<file path="src/rtl/regfile_sb.sv">
// Parametrised register file: two bypassed combinational read ports, one write port,
// and a reserve/release busy scoreboard. Define REGFILE_ZERO_REG_EN to hard-wire r0 to zero.
module regfile_sb #(
  parameter int unsigned DATA_W = 16,
  parameter int unsigned ADDR_W = 4
) (
  input  logic              clk,
  input  logic              rst,
  input  logic [ADDR_W-1:0] rd_addr_a,
  input  logic [ADDR_W-1:0] rd_addr_b,
  output logic [DATA_W-1:0] rd_data_a,
  output logic [DATA_W-1:0] rd_data_b,
  output logic              busy_a,
  output logic              busy_b,
  input  logic              wr_en,
  input  logic [ADDR_W-1:0] wr_addr,
  input  logic [DATA_W-1:0] wr_data,
  input  logic              rsv_en,
  input  logic [ADDR_W-1:0] rsv_addr,
  output logic              rsv_err,
  output logic [ADDR_W:0]   busy_count
);

  localparam int unsigned Depth = 1 << ADDR_W;
  localparam int unsigned CntW  = ADDR_W + 1;

  logic [DATA_W-1:0] regs_q [Depth];
  logic [Depth-1:0]  busy_q, busy_d;
  logic              rsv_err_q, rsv_err_d;
  logic [CntW-1:0]   busy_count_q, busy_count_d;

  // Effective strobes: with the zero register, anything aimed at r0 is dropped here.
  logic wr_eff, rsv_eff;
`ifdef REGFILE_ZERO_REG_EN
  assign wr_eff  = wr_en && (wr_addr != '0);
  assign rsv_eff = rsv_en && (rsv_addr != '0);
`else
  assign wr_eff  = wr_en;
  assign rsv_eff = rsv_en;
`endif

  logic wr_hit_a, wr_hit_b, rsv_hit_a, rsv_hit_b;
  assign wr_hit_a  = wr_eff && (wr_addr == rd_addr_a);
  assign wr_hit_b  = wr_eff && (wr_addr == rd_addr_b);
  assign rsv_hit_a = rsv_eff && (rsv_addr == rd_addr_a);
  assign rsv_hit_b = rsv_eff && (rsv_addr == rd_addr_b);

  always_comb begin
    rd_data_a = wr_hit_a ? wr_data : regs_q[rd_addr_a];
    rd_data_b = wr_hit_b ? wr_data : regs_q[rd_addr_b];
    // A delivering write releases the register this cycle unless a new producer claims it.
    busy_a    = busy_q[rd_addr_a] && !(wr_hit_a && !rsv_hit_a);
    busy_b    = busy_q[rd_addr_b] && !(wr_hit_b && !rsv_hit_b);
  end

  always_comb begin
    busy_d = busy_q;
    if (wr_eff) begin
      busy_d[wr_addr] = 1'b0;
    end
    if (rsv_eff) begin
      busy_d[rsv_addr] = 1'b1;
    end
    rsv_err_d = rsv_eff && busy_q[rsv_addr] && !(wr_eff && (wr_addr == rsv_addr));
    busy_count_d = '0;
    for (int i = 0; i < Depth; i++) begin
      busy_count_d = busy_count_d + CntW'(busy_d[i]);
    end
  end

  always_ff @(posedge clk) begin
    if (rst) begin
      for (int i = 0; i < Depth; i++) begin
        regs_q[i] <= '0;
      end
      busy_q       <= '0;
      rsv_err_q    <= 1'b0;
      busy_count_q <= '0;
    end else begin
      if (wr_eff) begin
        regs_q[wr_addr] <= wr_data;
      end
      busy_q       <= busy_d;
      rsv_err_q    <= rsv_err_d;
      busy_count_q <= busy_count_d;
    end
  end

  assign rsv_err    = rsv_err_q;
  assign busy_count = busy_count_q;

endmodule

</file>
<file path="config.mk">
export PLATFORM = sky130hd
export DESIGN_NAME = regfile_sb
export DESIGN_NICKNAME = d
export VERILOG_FILES = /design/src/rtl/regfile_sb.sv
export SDC_FILE = /design/constraint.sdc
export NUM_CORES = 1
export LEC_CHECK = 0
export ABC_CLOCK_PERIOD_IN_PS = 5700
export BUFFER_PORTS_ARGS = -buffer_cell sky130_fd_sc_hd__buf_2
export CAP_MARGIN = 20
export CORE_MARGIN = 2
export CORE_UTILIZATION = 62
export DETAILED_ROUTE_END_ITERATION = 8
export PLACE_DENSITY = 0.86
export RECOVER_POWER = 50
export SLEW_MARGIN = 10
export SYNTH_ARGS = -nofsm -noshare
export SYNTH_HDL_FRONTEND = slang
export SYNTH_SLANG_ARGS = --single-unit
</file>
<file path="constraint.sdc">
create_clock -name clk -period 5.7 [get_ports clk]
set_clock_uncertainty 0.05 [all_clocks]
set_input_delay 0.285 -clock clk [delete_from_list [all_inputs] [get_ports clk]]
set_output_delay 0.285 -clock clk [all_outputs]
set_load 0.01 [all_outputs]
</file>
==> impl_metrics.py, run 1 <==
metrics = {
    "sta": {
        "timing.fmax_mhz": 241,
        "finalSetupViolCount": 0,
        "worst_slew_margin_rel_pct": -10.4,
        "rsz_0062_raised_after_global_routing": "false",
        "totalNegativeSetupSlack_ns": 0,
        "minimum_clock_period_after_layout_ns": 4.16,
        "timing_hold_violations_final": 0,
        "timing.hold.ws_ns": 0.102,
        "timing_worst_slew_pin_value_ns": 1.66,
        "timing.final.max_slew_violations": 135,
        "fin_crit_sh_pct": 72.9,
    },
    "yosys": {
        "synthesis.area_um2": 15900,
        "mean_syn_cell_area_um2": 14.9,
        "async_flop_share_pct": 0,
        "sequential_element_share_of_the_synthesized_area_pct": 51.1,
        "syn_inst": 1070,
        "synth_nets": 1121,
        "ys_warn_count": 0,
        "synthFlopType": "sky130_fd_sc_hd__edfxtp_1",
        "synth-seq-cells": 278,
        "synth.distinct_cells": 35,
        "synth_enable_flop_cells": 256,
    },
    "floorplan": {
        "start_util_pct": 63.2,
        "die_w_um": 164,
        "design.portCount": 76,
        "placement_rows": 58,
        "die-area_um2": 26900,
        "fp.dieH_um": 164,
        "core-area_um2": 25200,
    },
    "power": {
        "switching_share_pct": 24.4,
        "seq_power_share_pct": 47.5,
        "power.density_nw_per_um2": 290,
        "static-leakage-power_nw": 6.38,
        "post-layout-total-power_w": 0.00507,
        "comb_power_share_pct": 14.0,
        "p_sw_w": 0.00124,
        "power.ir.vdd_worst_mv": 0.239,
        "p_int_w": 0.00383,
        "p_clk_share_pct": 38.6,
    },
    "cells_and_area": {
        "filler_cell_count": 1622,
        "layout.cells.most_common": "sky130_fd_sc_hd__edfxtp_1",
        "post_route_cells_drive_above_1_share_pct": 27.6,
        "antennaDiodeCount": 0,
        "postLayoutCoreUtil_pct": 69.6,
        "design.final.nets": 1171,
        "most-common-layout-cells": "256 x sky130_fd_sc_hd__edfxtp_1, 225 x sky130_fd_sc_hd__and2_1, 143 x sky130_fd_sc_hd__mux4_2",
        "regArea_um2": 8130,
        "multi_input_gate_area_in_the_final_layout_um2": 7380,
        "flow.area_growth_from_synthesis_pct": 10.2,
        "final_area_um2": 17500,
    },
    "cts": {
        "clock_sink_count": 278,
        "hold_buffers_post_cts": 0,
        "post-cts-setup-buffers": 0,
        "numCtsBuffers": 29,
        "worst_skew_pair.late_latency_ns": 0.55,
        "htree_levels": 1,
        "clock_tree.root_cell": "sky130_fd_sc_hd__clkbuf_16",
        "cts_tree": "built",
        "post_cts_resize_count": 0,
        "clockBufferDepth": 3,
        "cts.reportedPaths.clkPinSlew_ns": 0.05,
    },
    "hold_path": {
        "timing.hold.worst.class": "input pin to register",
        "hold_path_depth": 2,
        "min_to": "rsv_err$_SDFF_PP0_",
        "holdCritStartpoint": "rsv_en",
    },
    "grt": {
        "antenna_found_initial": 2,
        "grt_max_degree": 67,
        "total_global_routing_track_utilization_pct": 32.7,
        "grt_residual_overflow": 0,
        "grt_first_pass_wirelength_mm": 63.0,
        "first_global_vias": 10500,
    },
    "outcome": {
        "violations": "capacitance limit, slew limit",
        "run_status": "complete, but fails checks",
    },
    "routing": {
        "drtIter0Drc": 1381,
        "post_drt_wl_per_cell_um": 29.0,
        "vias_per_cell": 6.90,
        "vias": 10200,
        "drtAntennaViolNets": 0,
        "drtPass1Iterations": 6,
        "detail_route.wirelength_mm": 42.7,
        "drt_drc_violations_left": 0,
    },
    "worst_setup_path": {
        "start_kind": "input pin",
        "worst-endpoint-arrival_ns": 4.56,
        "reg2regPathDepth": 13,
        "worst_r2r_endpoint": "busy_count[4]$_SDFF_PP0_",
        "critPathRequiredTime_ns": 6.10,
        "setup.reg_to_reg.worst_slack_ns": 1.86,
        "critical_path.max_fanout": 14,
        "critical_path.reg2reg.startpoint": "busy_q[1]$_SDFF_PP0_",
        "worst-setup-path-type": "input pin to register",
        "timing.critical_path.to_type": "register",
    },
    "placement": {
        "gp_routability_congestion": 0.921,
        "dpl.hpwl_mm": 24.7,
        "placement.io_buffers": 75,
        "placed_cell_area_um2": 16600,
    },
    "job": {
        "drv_cap": 8,
    },
}
## per-stage QoR
stage / setup slack [ns] / instances
2_1_floorplan: 1.49 / 1070
4_1_cts: 1.72 / 1471
3_3_place_gp: 1.30 / 1416
6_report: 1.54 / 1472
3_5_place_dp: 1.17 / 1418
5_1_grt: 1.27 / 1472
## cells by family after synthesis
kind of cell             share of synthesized area [%]
XOR/XNOR                                          1.21
adder cells (fa/ha/maj)                           1.65
AO/OA/AOI/OAI                                     1.08
multiplexers                                      28.6
flip-flops                                        51.1
AND/OR/NAND/NOR                                   13.7
buffers and inverters                             2.72
## metal layers
| metal | part of all wire, % | global-route usage, % |
|---|---|---|
| met5 | 0 | 0 |
| met4 | 4.5 | 14.0 |
| met3 | 13 | 5.71 |
| met2 | 47 | 51.2 |
| met1 | 36 | 46.0 |
## worst max-delay path, cell delays in order
cell and delay [ns]:
sky130_fd_sc_hd__clkbuf_1 0.50, sky130_fd_sc_hd__and3_1 0.34, sky130_fd_sc_hd__nand2_1 0.12, sky130_fd_sc_hd__a22o_1 0.23, sky130_fd_sc_hd__fa_1 0.53, sky130_fd_sc_hd__inv_1 0.05, sky130_fd_sc_hd__fa_1 0.46, sky130_fd_sc_hd__fa_1 0.49
sky130_fd_sc_hd__inv_1 0.05, sky130_fd_sc_hd__fa_1 0.50, sky130_fd_sc_hd__ha_1 0.17, sky130_fd_sc_hd__inv_1 0.07, sky130_fd_sc_hd__fa_1 0.45, sky130_fd_sc_hd__inv_1 0.07, sky130_fd_sc_hd__a21oi_1 0.06, sky130_fd_sc_hd__nor3b_1 0.19
## how the worst max path moves through the flow
stage	slack, ns	start	end
final	1.54	wr_addr[1]	busy_count[4]$_SDFF_PP0_
after global routing	1.27	wr_addr[1]	busy_count[4]$_SDFF_PP0_
after CTS	1.72	wr_addr[0]	busy_count[4]$_SDFF_PP0_
after detailed placement	1.17	wr_addr[0]	busy_count[4]$_SDFF_PP0_
after global placement	1.30	wr_addr[0]	busy_count[4]$_SDFF_PP0_
after floorplan	1.49	rsv_addr[1]	busy_count[4]$_SDFF_PP0_
## cell type report
type                            count  share of cell area, %
Multi-Input combinational cell    689                   42.1
Clock inverter                     20                   1.36
Tap cell                          330                   2.36
Inverter                           15                  0.321
Clock buffer                       33                   4.23
Timing Repair Buffer              107                   3.21
Sequential cell                   278                   46.4
## synth_stat cells, drive strengths merged (17+ instances only)
cell | instances | area share [%]
nand2b | 19 | 0.75
mux2i | 96 | 6.0
mux2 | 32 | 2.3
mux4 | 143 | 20
xor2 | 17 | 0.94
edfxtp | 256 | 48
buf | 37 | 1.2
clkbuf | 51 | 1.2
dfxtp | 22 | 2.8
nand2 | 18 | 0.42
and2 | 256 | 10
nor2 | 24 | 0.57
## registers in the layout (all words and copies together), names as in the netlist
register / count
regs_q: 256
busy_count: 5
busy_q: 16
rsv_err: 1
## power groups by stage
stage	combinational (W)	sequential [W]	clock (W)
2_1_floorplan	0.000485	0.00242	0
3_3_place_gp	0.000689	0.00243	0
3_5_place_dp	0.000704	0.00245	0
4_1_cts	0.000709	0.00240	0.00195
5_1_grt	0.000750	0.00242	0.00203
6_report	0.000710	0.00241	0.00196
(Power assumes the default switching activity.)
==> run 2: changes to the inputs <==
--- a/config.mk
+++ b/config.mk
@@ -5,13 +5,13 @@
 export SDC_FILE = /design/constraint.sdc
 export NUM_CORES = 1
 export LEC_CHECK = 0
-export ABC_CLOCK_PERIOD_IN_PS = 5700
+export ABC_CLOCK_PERIOD_IN_PS = 3350
 export BUFFER_PORTS_ARGS = -buffer_cell sky130_fd_sc_hd__buf_2
 export CAP_MARGIN = 20
 export CORE_MARGIN = 2
-export CORE_UTILIZATION = 62
+export CORE_UTILIZATION = 56
 export DETAILED_ROUTE_END_ITERATION = 8
-export PLACE_DENSITY = 0.86
+export PLACE_DENSITY = 0.83
 export RECOVER_POWER = 50
 export SLEW_MARGIN = 10
 export SYNTH_ARGS = -nofsm -noshare
==> constraint.sdc (replaced) <==
create_clock -name clk -period 3.35 [get_ports clk]
set_clock_uncertainty 0.05 [all_clocks]
set_input_delay 0.1675 -clock clk [delete_from_list [all_inputs] [get_ports clk]]
set_output_delay 0.1675 -clock clk [all_outputs]
set_load 0.01 [all_outputs]
==> impl_metrics.py, run 2 (same netlist as run 1, synthesis figures left out) <==
metrics = {
    "worst_setup_path": {
        "path_buf_inv": 3,
        "worst-setup-path-type": "register to register",
        "critPathRequiredTime_ns": 3.73,
        "timing.critical_path.to_type": "register",
        "reg2regPathDepth": 12,
        "worst-endpoint-arrival_ns": 4.03,
        "crit_cells": 12,
        "critical_path.max_fanout": 2,
        "start_kind": "register",
        "worstPathCellList": "a22o_1 -> fa_1 -> inv_2 -> fa_1 -> fa_1 -> inv_2 -> fa_2 -> ha_4 -> inv_2 -> fa_2 -> xor2_1 -> nor2_1",
        "critPathSlowestCell": "sky130_fd_sc_hd__fa_1",
        "critPathTopFamily": "adder cells",
        "max_stage_delay_ns": 0.58,
    },
    "power": {
        "power.density_nw_per_um2": 469,
        "static-leakage-power_nw": 6.69,
        "seq_power_share_pct": 48.2,
        "switching_share_pct": 25.0,
        "power.ir.vdd_worst_mv": 0.422,
        "p_int_w": 0.00637,
        "p_clk_share_pct": 36.5,
        "comb_power_share_pct": 15.3,
        "p_sw_w": 0.00212,
    },
    "cells_and_area": {
        "most-common-layout-cells": "256 x sky130_fd_sc_hd__edfxtp_1, 215 x sky130_fd_sc_hd__and2_1, 143 x sky130_fd_sc_hd__mux4_2",
        "layout.cells.most_common": "sky130_fd_sc_hd__edfxtp_1",
        "regArea_um2": 8130,
        "post_route_cells_drive_above_1_share_pct": 31.8,
        "flow.area_growth_from_synthesis_pct": 13.9,
        "multi_input_gate_area_in_the_final_layout_um2": 7420,
        "design.final.nets": 1234,
        "final_area_um2": 18100,
        "top_register": "regs_q",
        "largest_reg_flops": 256,
        "filler_cell_count": 1927,
        "stdcell_count": 1584,
    },
    "floorplan": {
        "core-area_um2": 27900,
        "start_util_pct": 57.1,
        "fp.dieH_um": 173,
        "die_w_um": 173,
        "die-area_um2": 29800,
        "design.portCount": 76,
        "placement_rows": 61,
    },
    "routing": {
        "vias": 10100,
        "detail_route.wirelength_mm": 41.8,
        "vias_per_cell": 6.40,
        "drtAntennaViolNets": 0,
        "drtIter0Drc": 1522,
        "drt_drc_violations_left": 0,
        "post_drt_wl_per_cell_um": 26.4,
        "drtPass1Iterations": 5,
    },
    "grt": {
        "grt_max_degree": 68,
        "total_global_routing_track_utilization_pct": 28.3,
        "antenna_found_initial": 2,
        "first_global_vias": 10400,
        "grt_residual_overflow": 0,
        "grt_first_pass_wirelength_mm": 62.9,
    },
    "sta": {
        "timing.final.ws_setup_ns": -0.305,
        "timing_worst_slew_pin_value_ns": 1.42,
        "timing.fmax_mhz": 274,
        "finalSetupViolCount": 4,
        "fin_crit_sh_pct": 109,
        "minimum_clock_period_after_layout_ns": 3.65,
        "rsz_0062_raised_after_global_routing": "true",
        "timing.final.max_slew_violations": 0,
        "worst_slew_margin_rel_pct": 5.19,
        "timing_hold_violations_final": 0,
    },
    "cts": {
        "cts.reportedPaths.clkPinSlew_ns": 0.06,
        "clock_sink_count": 278,
        "cts_tree": "built",
        "clockBufferDepth": 3,
        "clock_tree.root_cell": "sky130_fd_sc_hd__clkbuf_16",
        "numCtsBuffers": 28,
        "htree_levels": 1,
        "worst_skew_pair.late_latency_ns": 0.54,
    },
    "job": {
        "drv_cap": 0,
    },
    "placement": {
        "placed_cell_area_um2": 17200,
        "placedCellCount": 1529,
        "placement.io_buffers": 75,
        "gp_routability_congestion": 0.988,
        "dpl.hpwl_mm": 26.7,
    },
    "outcome": {
        "run_status": "complete, but fails checks",
        "violations": "setup timing",
    },
    "hold_path": {
        "timing.hold.worst.class": "input pin to register",
        "hold_path_depth": 3,
    },
}
run 2: changes by cell type in the layout (fill, tap and decap cells not counted), sizes merged:
| cell | change |
|---|---|
| dlygate4sd3 | +1 |
| clkinv | +2 |
| bufinv | -2 |
| buf | +63 |
| inv | -2 |
| diode | +2 |
run 2: worst min-delay path: stages:
cell                      delay [ns]
sky130_fd_sc_hd__buf_2          0.13
sky130_fd_sc_hd__buf_4          0.14
sky130_fd_sc_hd__and4b_1        0.18
run 2: worst paths after layout:
| check | startpoint | endpoint | slack [ns] |
|---|---|---|---|
| hold reg to reg | busy_q[13]$_SDFF_PP0_ | busy_q[13]$_SDFF_PP0_ | 0.49 |
| setup / recovery | busy_q[7]$_SDFF_PP0_ | busy_count[2]$_SDFF_PP0_ | -0.30 |
| hold / removal | rsv_en | rsv_err$_SDFF_PP0_ | 0.06 |
| setup reg to reg | busy_q[7]$_SDFF_PP0_ | busy_count[2]$_SDFF_PP0_ | -0.30 |
run 2: repair_timing:
| item | CTS | global route |
|---|---|---|
| resized for setup | 8 | 3 |
| hold buffers | 1 | 0 |
| hold endpoints to repair | 4 | 0 |
| pin swaps | 13 | 2 |
| setup buffers | 0 | 1 |
| setup endpoints to repair | 4 | 4 |
run 2: layout make-up:
type	count	area share, %
well taps	378	2.61
repair buffers	171	6.16
clock buffers	33	3.97
clock inverters	18	1.07
diodes	2	0.0276
flip-flops and latches	278	44.9
multi-input cells	689	41.0
inverters	15	0.311
run 2: through the flow:
stage	hold WS [ns]	setup WS, ns	utilization, %	power (W)	TNS [ns]
3_3_place_gp	0.481	-0.654	61.8	0.00540	-2.61
6_report	0.0563	-0.305	65.0	0.00849	-1.16
2_1_floorplan	0.316	-0.502	-	0.00496	-1.96
3_5_place_dp	0.493	-0.675	61.8	0.00544	-2.72
5_1_grt	0.0621	-0.413	65.0	0.00873	-1.53
4_1_cts	0.0439	-0.330	65.2	0.00850	-1.16
run 2: per-layer routing:
metal	part of all wire [%]	wire, um	track usage, %
met1	38	15900	39.5
met2	49	20500	46.0
met3	9.6	4000	3.74
met4	3.4	1440	10.9
met5	0	0	0
run 2: power groups by stage:
stage	Clock (W)	Combinational, W	Sequential (W)
finish	0.00310	0.00130	0.00410
global route	0.00324	0.00137	0.00412
CTS	0.00312	0.00130	0.00409
detailed placement	0	0.00128	0.00416
global placement	0	0.00126	0.00413
floorplan	0	0.000840	0.00412
